[src/rtl/pattern_pkg.sv]
// Shared types and constants for the video test-pattern generator.
// Holds pattern modes, tint encodings, LFSR constants and line-scaling helper.
package pattern_pkg;

  typedef enum logic [1:0] {
    NOISE = 2'd0,
    BARS  = 2'd1,
    GRID  = 2'd2,
    SOLID = 2'd3
  } mode_t;

  typedef enum logic [1:0] {
    COL_WHITE = 2'd0,
    COL_RED   = 2'd1,
    COL_GREEN = 2'd2,
    COL_BLUE  = 2'd3
  } col_t;

  localparam logic [31:0] LFSR_SEED = 32'h0000_0001;
  // Galois mask for x^32 + x^22 + x^2 + x + 1 (right-shifting form)
  localparam logic [31:0] LFSR_TAPS = 32'h8020_0003;
  localparam logic [7:0]  LVL_ON    = 8'hFF;

  // Channel enables as {r, g, b}
  function automatic logic [2:0] col_mask(input col_t c);
    logic [2:0] m;
    unique case (c)
      COL_WHITE: m = 3'b111;
      COL_RED:   m = 3'b100;
      COL_GREEN: m = 3'b010;
      COL_BLUE:  m = 3'b001;
    endcase
    return m;
  endfunction

  function automatic logic [31:0] lfsr_next(input logic [31:0] s);
    return s[0] ? ((s >> 1) ^ LFSR_TAPS) : (s >> 1);
  endfunction

  function automatic int unsigned vscale(input int unsigned lines, input logic sd);
    return sd ? lines * 2 : lines;
  endfunction

endpackage

[src/rtl/video_counter.sv]
// Pixel-enable divider, horizontal/vertical/frame counters and timing strobes.
// PAL and scandouble are latched at frame start and govern the whole frame.
module video_counter
  import pattern_pkg::*;
#(
  parameter int unsigned CE_DIV       = 4,
  parameter int unsigned H_ACTIVE     = 256,
  parameter int unsigned H_SYNC_START = 280,
  parameter int unsigned H_SYNC_END   = 304,
  parameter int unsigned H_TOTAL      = 320,
  parameter int unsigned V_ACTIVE_N   = 240,
  parameter int unsigned V_TOTAL_N    = 262,
  parameter int unsigned V_ACTIVE_P   = 288,
  parameter int unsigned V_TOTAL_P    = 312,
  parameter int unsigned V_SYNC_OFS   = 4,
  parameter int unsigned V_SYNC_LEN   = 3,
  parameter int unsigned CW           = 10
) (
  input  logic          clk,
  input  logic          reset_n,
  input  logic          pal_i,
  input  logic          scandouble_i,
  output logic          ce_pix_o,
  output logic          frame_wrap_o,
  output logic          hblank_o,
  output logic          hsync_o,
  output logic          vblank_o,
  output logic          vsync_o,
  output logic [CW-1:0] hc_o,
  output logic [CW-1:0] vc_o,
  output logic [7:0]    frame_o
);

  localparam int unsigned DivW = $clog2(CE_DIV);

  logic [DivW-1:0] div_q, div_d, div_last;
  logic            ce_q, ce_d;
  logic            pal_q, pal_d, sd_q, sd_d;
  logic [CW-1:0]   hc_q, hc_d, vc_q, vc_d, vt_last;
  logic [CW-1:0]   va_nxt, vss_nxt, vse_nxt;
  logic [7:0]      frame_q, frame_d;
  logic            hblank_q, hblank_d, hsync_q, hsync_d;
  logic            vblank_q, vblank_d, vsync_q, vsync_d;
  logic            h_wrap, v_wrap, frame_wrap;

  always_comb begin
    div_last   = sd_q ? DivW'(CE_DIV / 2 - 1) : DivW'(CE_DIV - 1);
    vt_last    = CW'(vscale(pal_q ? V_TOTAL_P : V_TOTAL_N, sd_q) - 1);
    h_wrap     = (hc_q == CW'(H_TOTAL - 1));
    v_wrap     = (vc_q == vt_last);
    frame_wrap = ce_q & h_wrap & v_wrap;

    div_d   = (div_q >= div_last) ? '0 : div_q + DivW'(1);
    ce_d    = (div_q == div_last);
    hc_d    = hc_q;
    vc_d    = vc_q;
    frame_d = frame_q;
    pal_d   = pal_q;
    sd_d    = sd_q;

    if (ce_q) begin
      hc_d = h_wrap ? '0 : hc_q + CW'(1);
      if (h_wrap) vc_d = v_wrap ? '0 : vc_q + CW'(1);
      if (frame_wrap) begin
        frame_d = frame_q + 8'd1;
        pal_d   = pal_i;
        sd_d    = scandouble_i;
      end
    end

    // Strobes follow the next counter values under the settings of their frame
    va_nxt   = CW'(vscale(pal_d ? V_ACTIVE_P : V_ACTIVE_N, sd_d));
    vss_nxt  = CW'(vscale((pal_d ? V_ACTIVE_P : V_ACTIVE_N) + V_SYNC_OFS, sd_d));
    vse_nxt  = CW'(vscale((pal_d ? V_ACTIVE_P : V_ACTIVE_N) + V_SYNC_OFS + V_SYNC_LEN, sd_d));
    hblank_d = (hc_d >= CW'(H_ACTIVE));
    hsync_d  = (hc_d >= CW'(H_SYNC_START)) && (hc_d < CW'(H_SYNC_END));
    vblank_d = (vc_d >= va_nxt);
    vsync_d  = (vc_d >= vss_nxt) && (vc_d < vse_nxt);
  end

  always_ff @(posedge clk or negedge reset_n) begin
    if (!reset_n) begin
      div_q    <= '0;
      ce_q     <= 1'b0;
      pal_q    <= 1'b0;
      sd_q     <= 1'b0;
      hc_q     <= '0;
      vc_q     <= '0;
      frame_q  <= '0;
      hblank_q <= 1'b0;
      hsync_q  <= 1'b0;
      vblank_q <= 1'b0;
      vsync_q  <= 1'b0;
    end else begin
      div_q    <= div_d;
      ce_q     <= ce_d;
      pal_q    <= pal_d;
      sd_q     <= sd_d;
      hc_q     <= hc_d;
      vc_q     <= vc_d;
      frame_q  <= frame_d;
      hblank_q <= hblank_d;
      hsync_q  <= hsync_d;
      vblank_q <= vblank_d;
      vsync_q  <= vsync_d;
    end
  end

  assign ce_pix_o     = ce_q;
  assign frame_wrap_o = frame_wrap;
  assign hblank_o     = hblank_q;
  assign hsync_o      = hsync_q;
  assign vblank_o     = vblank_q;
  assign vsync_o      = vsync_q;
  assign hc_o         = hc_q;
  assign vc_o         = vc_q;
  assign frame_o      = frame_q;

endmodule

[src/rtl/pattern_gen.sv]
// Video test-pattern generator: noise, colour bars, grid or solid fill.
// Mode and tint are latched at frame start; colour lags hc/vc by one pixel.
module pattern_gen
  import pattern_pkg::*;
#(
  parameter int unsigned CE_DIV       = 4,
  parameter int unsigned H_ACTIVE     = 256,
  parameter int unsigned H_SYNC_START = 280,
  parameter int unsigned H_SYNC_END   = 304,
  parameter int unsigned H_TOTAL      = 320,
  parameter int unsigned V_ACTIVE_N   = 240,
  parameter int unsigned V_TOTAL_N    = 262,
  parameter int unsigned V_ACTIVE_P   = 288,
  parameter int unsigned V_TOTAL_P    = 312,
  parameter int unsigned V_SYNC_OFS   = 4,
  parameter int unsigned V_SYNC_LEN   = 3,
  parameter int unsigned CW           = 10
) (
  input  logic          clk,
  input  logic          reset_n,
  input  logic          pal,
  input  logic          scandouble,
  input  logic [1:0]    mode,
  input  logic [1:0]    col,
  output logic          ce_pix,
  output logic          HBlank,
  output logic          HSync,
  output logic          VBlank,
  output logic          VSync,
  output logic [CW-1:0] hc,
  output logic [CW-1:0] vc,
  output logic [7:0]    frame,
  output logic [7:0]    r,
  output logic [7:0]    g,
  output logic [7:0]    b
);

  logic        frame_wrap;
  mode_t       mode_q, mode_d;
  col_t        col_q, col_d;
  logic [31:0] lfsr_q, lfsr_d;
  logic [7:0]  r_q, r_d, g_q, g_d, b_q, b_d;
  logic [7:0]  level;
  logic [2:0]  mask, bar_col;
  int unsigned bar_idx;

  video_counter #(
    .CE_DIV      (CE_DIV),
    .H_ACTIVE    (H_ACTIVE),
    .H_SYNC_START(H_SYNC_START),
    .H_SYNC_END  (H_SYNC_END),
    .H_TOTAL     (H_TOTAL),
    .V_ACTIVE_N  (V_ACTIVE_N),
    .V_TOTAL_N   (V_TOTAL_N),
    .V_ACTIVE_P  (V_ACTIVE_P),
    .V_TOTAL_P   (V_TOTAL_P),
    .V_SYNC_OFS  (V_SYNC_OFS),
    .V_SYNC_LEN  (V_SYNC_LEN),
    .CW          (CW)
  ) u_counter (
    .clk         (clk),
    .reset_n     (reset_n),
    .pal_i       (pal),
    .scandouble_i(scandouble),
    .ce_pix_o    (ce_pix),
    .frame_wrap_o(frame_wrap),
    .hblank_o    (HBlank),
    .hsync_o     (HSync),
    .vblank_o    (VBlank),
    .vsync_o     (VSync),
    .hc_o        (hc),
    .vc_o        (vc),
    .frame_o     (frame)
  );

  always_comb begin
    mode_d = mode_q;
    col_d  = col_q;
    lfsr_d = lfsr_q;
    r_d    = r_q;
    g_d    = g_q;
    b_d    = b_q;
    if (frame_wrap) begin
      mode_d = mode_t'(mode);
      col_d  = col_t'(col);
    end

    bar_idx = (32'(hc) * 32'd8) / H_ACTIVE;
    // Bars run white to black left to right
    bar_col = 3'd7 - 3'(bar_idx);
    level   = LVL_ON;
    mask    = col_mask(col_q);
    unique case (mode_q)
      NOISE: level = lfsr_q[7:0];
      BARS:  mask  = bar_col;
      GRID:  mask  = ((hc[3:0] == 4'd0) || (vc[3:0] == 4'd0)) ? 3'b111 : 3'b000;
      SOLID: mask  = col_mask(col_q);
    endcase

    if (ce_pix) begin
      lfsr_d = lfsr_next(lfsr_q);
      if (HBlank || VBlank) begin
        r_d = 8'h00;
        g_d = 8'h00;
        b_d = 8'h00;
      end else begin
        r_d = mask[2] ? level : 8'h00;
        g_d = mask[1] ? level : 8'h00;
        b_d = mask[0] ? level : 8'h00;
      end
    end
  end

  always_ff @(posedge clk or negedge reset_n) begin
    if (!reset_n) begin
      mode_q <= NOISE;
      col_q  <= COL_WHITE;
      lfsr_q <= LFSR_SEED;
      r_q    <= 8'h00;
      g_q    <= 8'h00;
      b_q    <= 8'h00;
    end else begin
      mode_q <= mode_d;
      col_q  <= col_d;
      lfsr_q <= lfsr_d;
      r_q    <= r_d;
      g_q    <= g_d;
      b_q    <= b_d;
    end
  end

  assign r = r_q;
  assign g = g_q;
  assign b = b_q;

endmodule

[config.mk]
export PLATFORM = sky130hd
export DESIGN_NAME = pattern_gen
export DESIGN_NICKNAME = d
export VERILOG_FILES = /design/src/rtl/pattern_pkg.sv /design/src/rtl/video_counter.sv /design/src/rtl/pattern_gen.sv
export SDC_FILE = /design/constraint.sdc
export NUM_CORES = 1
export LEC_CHECK = 0
export ABC_AREA = 1
export BUFFER_PORTS_ARGS = -buffer_cell sky130_fd_sc_hd__buf_2
export CAP_MARGIN = 10
export CORE_ASPECT_RATIO = 2
export CORE_UTILIZATION = 40
export DETAILED_ROUTE_END_ITERATION = 7
export PLACE_DENSITY = 0.63
export SYNTH_ARGS = -nofsm -noshare
export SYNTH_HDL_FRONTEND = slang
export SYNTH_HIERARCHICAL = 1
export SYNTH_SLANG_ARGS = --single-unit
[constraint.sdc]
create_clock -name clk -period 7.3 [get_ports clk]
set_clock_uncertainty 0.2 [all_clocks]
set_input_delay 1.095 -clock clk [delete_from_list [all_inputs] [get_ports clk]]
set_output_delay 1.095 -clock clk [all_outputs]
set_load 0.02 [all_outputs]
### After elaboration in Yosys (flattened, before gate mapping)

Index checks and enable logic that the tools add are counted.

* $add $sub $neg: 8
* magnitude comparators: 7
* eq/ne operators: 8
* mux-type cells: 28
* bitwise logic cells: 3
* reductions and logical operators: 9

Operator list (number)
* 10-bit two-way mux: 9
* 8-bit two-way mux: 7
* 32-bit two-way mux: 1
* 10-bit by 1-bit adder with 10-bit output (second input constant): 2
* 10-bit greater-or-equal comparator: 2
* 10-bit by 9-bit greater-or-equal comparator with 1-bit output (second input constant): 2
* 3-bit one-hot mux with 4 select lines: 1
* 10-bit by 2-bit adder with 10-bit output (second input constant): 1
* 9-bit by 3-bit adder with 10-bit output (second input constant): 1
* 10-bit equality test: 1
* 10-bit by 9-bit equality test with 1-bit output (second input constant): 1
* 10-bit < comparator: 1
* 10-bit by 9-bit < comparator with 1-bit output (second input constant): 1
* 10-bit by 1-bit subtractor with 10-bit output (second input constant): 1
* 9-bit two-way mux: 1
* 8-bit by 1-bit adder with 8-bit output (second input constant): 1
* 4-bit logical NOT: 2
* 2-bit equality test (second input constant): 3
* 6-bit two-way mux: 1
* 3-bit one-hot mux with 2 select lines: 1
* 2-bit by 1-bit equality test with 1-bit output (second input constant): 2
* 2-bit logical NOT: 2
* 1-bit two-way mux: 4
* 2-bit two-way mux: 2
* 10 further kinds: 13

* flip-flop bits (word level): 97
* bits of input ports: 8
* output and inout port bits: 57
* logic and storage cells: 80

### Logic depth before layout (Yosys ltp)

* depth in word-level cells: 13
* mapped depth: 21
* depth with buffers taken out: 21

### Cells and area by module

Netlist, hierarchy kept.

By module, submodules not included
* pattern_gen: times used 1, cells each 296, area an instance 2512.4 µm²
* video_counter: times used 1, cells each 305, area an instance 2357.3 µm²

### Least setup slack after synthesis

No wires, ideal clock.

* path kind: register -> register
* from: reg u_counter.pal_q
* to: reg u_counter.vsync_q, in the netlist u_counter/vsync_o
* setup time: 69 ps
* arrival time: 3013 ps
* slack: 4018 ps
* cell stages (with the launch flop): 19
* period minus slack after synthesis: 3282 ps
* path through: dfrtp_1 inv_1 ha_1 xnor2_1 nand2_1 nand2_1 nand4_1 nor2_2 nand2_1 o21ai_1 inv_1 ha_1 ha_1 nand2_1 nor2_1 nand2_1 a2111oi_0 nand2_1 nor2_2

* cells in the longest elaborated chain, start to end: 13
* elaborated cells on any way between the ends: 20
* those cells by class: add/sub (3); order compare (2); eq/ne (1); mux (12); bitwise (1); reduce/logical (1)

Ends and longest elaborated chain
* start, declared: RTL line video_counter.sv:38 `logic pal_q, pal_d, sd_q, sd_d;`
* start signal, assigned: RTL line video_counter.sv:97 `pal_q <= pal_d;`
* 6-bit two-way mux: RTL line video_counter.sv:48 `vt_last = CW'(vscale(pal_q ? V_TOTAL_P : V_TOTAL_N, sd_q) - 1);`
* 10-bit two-way mux: RTL line pattern_pkg.sv:41 `return sd ? lines * 2 : lines;`
* 10-bit by 1-bit subtractor with 10-bit output: RTL line video_counter.sv:48
* 10-bit equality test: RTL line video_counter.sv:50 `v_wrap = (vc_q == vt_last);`
* 1-bit bitwise AND: RTL line video_counter.sv:51 `frame_wrap = ce_q & h_wrap & v_wrap;`
* 1-bit two-way mux: RTL line video_counter.sv:64 `if (frame_wrap) begin`
* 1-bit two-way mux (*): RTL line video_counter.sv:61 `if (ce_q) begin`
* net u_counter.pal_d: RTL line video_counter.sv:38
* 9-bit two-way mux (*): RTL line video_counter.sv:73, video_counter.sv:74
* 9-bit by 3-bit adder with 10-bit output (*): RTL line video_counter.sv:74 `vse_nxt = CW'(vscale((pal_d ? V_ACTIVE_P : V_ACTIVE_N) + V_SYNC_OFS + V_SYNC_LEN, sd_d));`
* 10-bit by 2-bit adder with 10-bit output: RTL line video_counter.sv:74
* 10-bit two-way mux: RTL line pattern_pkg.sv:41
* 10-bit < comparator: RTL line video_counter.sv:78 `vsync_d = (vc_d >= vss_nxt) && (vc_d < vse_nxt);`
* 1-bit logical AND (*): RTL line video_counter.sv:78
* net u_counter.vsync_d: RTL line video_counter.sv:43 `logic vblank_q, vblank_d, vsync_q, vsync_d;`
* end signal, assigned: RTL line video_counter.sv:105 `vsync_q <= vsync_d;`
* end, declared: RTL line video_counter.sv:43

The timed path passes the listed nets; every way through them passes the cells marked *.
A chain may end at the register's enable or synchronous reset.

### Final worst setup path

* from: reg u_counter.sd_q
* to: reg u_counter.vsync_q, in the netlist u_counter/vsync_o

* cells in the longest elaborated chain, start to end: 12
* elaborated cells on any way between the ends: 19
* those cells by class: add/sub (3); order compare (2); eq/ne (1); mux (11); bitwise (1); reduce/logical (1)

Ends and longest elaborated chain
* start, declared: RTL line video_counter.sv:38
* start signal, assigned: RTL line video_counter.sv:86 `sd_q <= 1'b0;`
* start signal, assigned: RTL line video_counter.sv:98 `sd_q <= sd_d;`
* 10-bit two-way mux (*): RTL line pattern_pkg.sv:41
* 10-bit by 1-bit subtractor with 10-bit output (*): RTL line video_counter.sv:48
* 10-bit equality test (*): RTL line video_counter.sv:50
* 1-bit bitwise AND (*): RTL line video_counter.sv:51
* 1-bit two-way mux (*): RTL line video_counter.sv:64
* 1-bit two-way mux (*): RTL line video_counter.sv:61
* net u_counter.pal_d: RTL line video_counter.sv:38
* 9-bit two-way mux (*): RTL line video_counter.sv:73, video_counter.sv:74
* 9-bit by 3-bit adder with 10-bit output (*): RTL line video_counter.sv:74
* 10-bit by 2-bit adder with 10-bit output: RTL line video_counter.sv:74
* 10-bit two-way mux: RTL line pattern_pkg.sv:41
* 10-bit < comparator: RTL line video_counter.sv:78
* 1-bit logical AND (*): RTL line video_counter.sv:78
* net u_counter.vsync_d: RTL line video_counter.sv:43

Marked as above.

==> run summary <==
mux cell area share after synthesis - 0%
layout cells sized above 1 - 15.95%
Row Count - 56
slew at the pin with the worst max-slew slack - 883.0 ps
vias in the first global route - 4087
Cells after DPL - 800
final net count - 701
Syn Std Cell Area - 4870 sq um
largest net degree at the start of global routing - 64
worst vdd ir - 107.1 uV
fill cell count - 1182
Period minus WS final - 3842 ps
GRT Total Usage - 19.65%
setup ws final - 3458 ps
Pre-antenna DRT Iters - 4
total CTS buffers - 9
kind of critical path - reg -> reg
post-synthesis simple-gate area fraction - 29.29%
Seq cells post-synth - 97
Max Slew Vio Count - 0
DIE AREA - 12650 sq um
deepest clock path buffer count - 2
Seq/Total Area, Yosys - 49.87%
Top Ports - 65
Final Hold Vio Count - 0
Leak - 3.177 nW
Slew Limit Headroom - 41.05%
Final setup viols - 0
Synth Area in Compound Gates - 3.546%
HPWL Detailed - 8.521 mm
DRC errors left - 0
# diodes - 0
count of different cell masters after synthesis - 29
global-route wire length before repair - 18.71 mm
Worst setup EP type - flip-flop
starting DRC count in detailed routing - 222
Detail Route Antenna Nets - 0
Pwr per Cell Area - 186.9 nW/um^2
Post-CTS Hold Fix Bufs - 0
DP Area - 5326 sq um
startpoint types - flip-flop
CTS tree - yes
post-place setup slack - 3449 ps
largest family of logic cells by synthesized area - simple AND/OR/NAND/NOR gates
syn avg cell area - 8.103 sq um
H-tree depth - 3
Clock Sinks - 97
port bufs - 64
status - finished, final reports clean
Final Non-Filler Cells - 816
max cap viols - 0
area of the core - 11770 sq um
Area Overhead vs Synth - 15.93%
Layout Utilization - 47.96%
drt via density - 4.935
area share of fa/ha/maj cells after synthesis - 6.937%
yosys warns - 6
final instance area - 5645 sq um
root buffer cell - clkbuf_16
final wirelength - 11.43 mm
Mapped Nets - 636
Placer Congestion - 0.8563
Die W - 80.02 um
hold crit path type - reg -> reg
Arr. time, crit path - 3920 ps
drt wl/cell - 14.01 um
TNS Setup - 0 ps
post-cts sizing count - 0
post-CTS setup buffer count - 0
starting density of the core - 41.37%
detailed-route via count - 4027
initial antenna violation count - 0
Register Area - 2429 sq um
grt total ovfl - 0
worst skew pair latency - 340 ps
Syn Inst Count - 601
Fmax - 260.3 MHz
Worst Path Required - 7370 ps
Final period util - 52.63%
RSZ-0062 raised after global routing - false
area of the multi-input gates - 2112 sq um
chip height - 158.0 um
Synth Area in XOR/XNOR - 3.597%
clk slew on worst S/H paths - 70 ps
crit path max fanout - 7
metal layers:
layer	global-route usage, %	up-vias	part of all wire [%]
met5	0	-	0
met1	20.07	1903	37
met2	37.12	92	56
met4	9.779	0	3.4
li1	-	2004	-
met3	3.573	28	3.5
state kept, by name, summed over array words and instances (netlist names), 8 cells and up:
name and flops:
lfsr_q 32, u_counter/frame_o 8, g 8, b 8, u_counter/hc_o 10, u_counter/vc_o 10
r 8
through the flow:
stage               hold WS, ps  total power, mW
floorplan                 242.2           0.5477
global placement          253.8           0.5610
detailed placement        259.1           0.5613
CTS                       277.6            1.068
global route              287.3            1.091
finish                    273.2            1.055
critical path, stage by stage, from the launching register on:
cell	delay, ps
dfrtp_1	480
inv_1	120
ha_1	330
xor2_1	190
nand2_1	80
nand2_1	80
nand4_1	140
nor2_2	190
nand2_1	200
o21ai_1	220
inv_1	110
ha_1	290
ha_1	270
nand2_1	60
nor2_1	140
nand2_1	100
a2111oi_0	400
nand2_1	120
nor2_2	90
kinds of logic after synthesis:
logic type / Yosys count
compound gates: 32
xor+xnor: 20
fa+ha+maj: 27
buf+inv: 83
flops: 97
simple gates: 342
cell usage after synthesis, drive strengths merged:
cell | n | share of area [%]
o21ai | 19 | 2.0
buf | 7 | 0.90
nand4 | 10 | 1.3
clkbuf | 5 | 0.39
nand2 | 223 | 18
a21oi | 11 | 1.2
a31oi | 1 | 0.13
xnor2 | 8 | 1.4
inv | 71 | 5.5
xor2 | 12 | 2.2
nor3 | 4 | 0.41
dfstp | 1 | 0.54
dfrtp | 96 | 49
nor4 | 1 | 0.13
nor2 | 60 | 5.3
nand3 | 44 | 4.6
a2111oi | 1 | 0.18
ha | 27 | 6.9
layout make-up:
type | instances | area share [%]
flip-flops and latches | 97 | 43.02
multi-input cells | 421 | 37.41
clock inverters | 6 | 1.596
well taps | 145 | 3.214
clock buffers | 10 | 4.056
inverters | 71 | 4.721
repair buffers | 66 | 5.984
cell usage in the layout (no fill, tap or decap), types with 2 or more instances in the layout:
master,Yosys,layout
nor2_2,7,7
bufinv_16,0,2
nand4_1,10,10
xor2_1,12,12
clkbuf_16,0,9
inv_1,63,63
nor2_4,2,2
dfrtp_1,96,96
buf_4,1,3
nor3_1,4,4
o21ai_0,16,16
nor2_1,51,51
nand3_1,43,43
ha_1,27,27
inv_2,8,8
xnor2_1,8,8
o21ai_1,2,2
inv_6,0,2
buf_2,5,63
a21oi_1,10,10
nand2_1,218,218
nand2_2,4,4
worst paths after layout:
path	startpoint	to	slack, ps	cells after the start
max	u_counter/sd_q	u_counter/vsync_o	3460	18
min	lfsr_q[24]	lfsr_q[24]	270	2
max reg2reg	u_counter/sd_q	u_counter/vsync_o	3460	18
min reg2reg	lfsr_q[24]	lfsr_q[24]	270	2
max in group asynchronous	reset_n	b[2]	5220	2
min in group asynchronous	reset_n	lfsr_q[18]	500	1
report_power, final:
group	total, mW	leakage (nW)	internal [mW]	switching [mW]
clock	0.505	0.153	0.302	0.203
sequential	0.537	1.27	0.537	0
combinational	0.0128	1.75	0.00181	0.0110
total	1.06	3.18	0.841	0.214
Power figures use the tool's default switching activity.
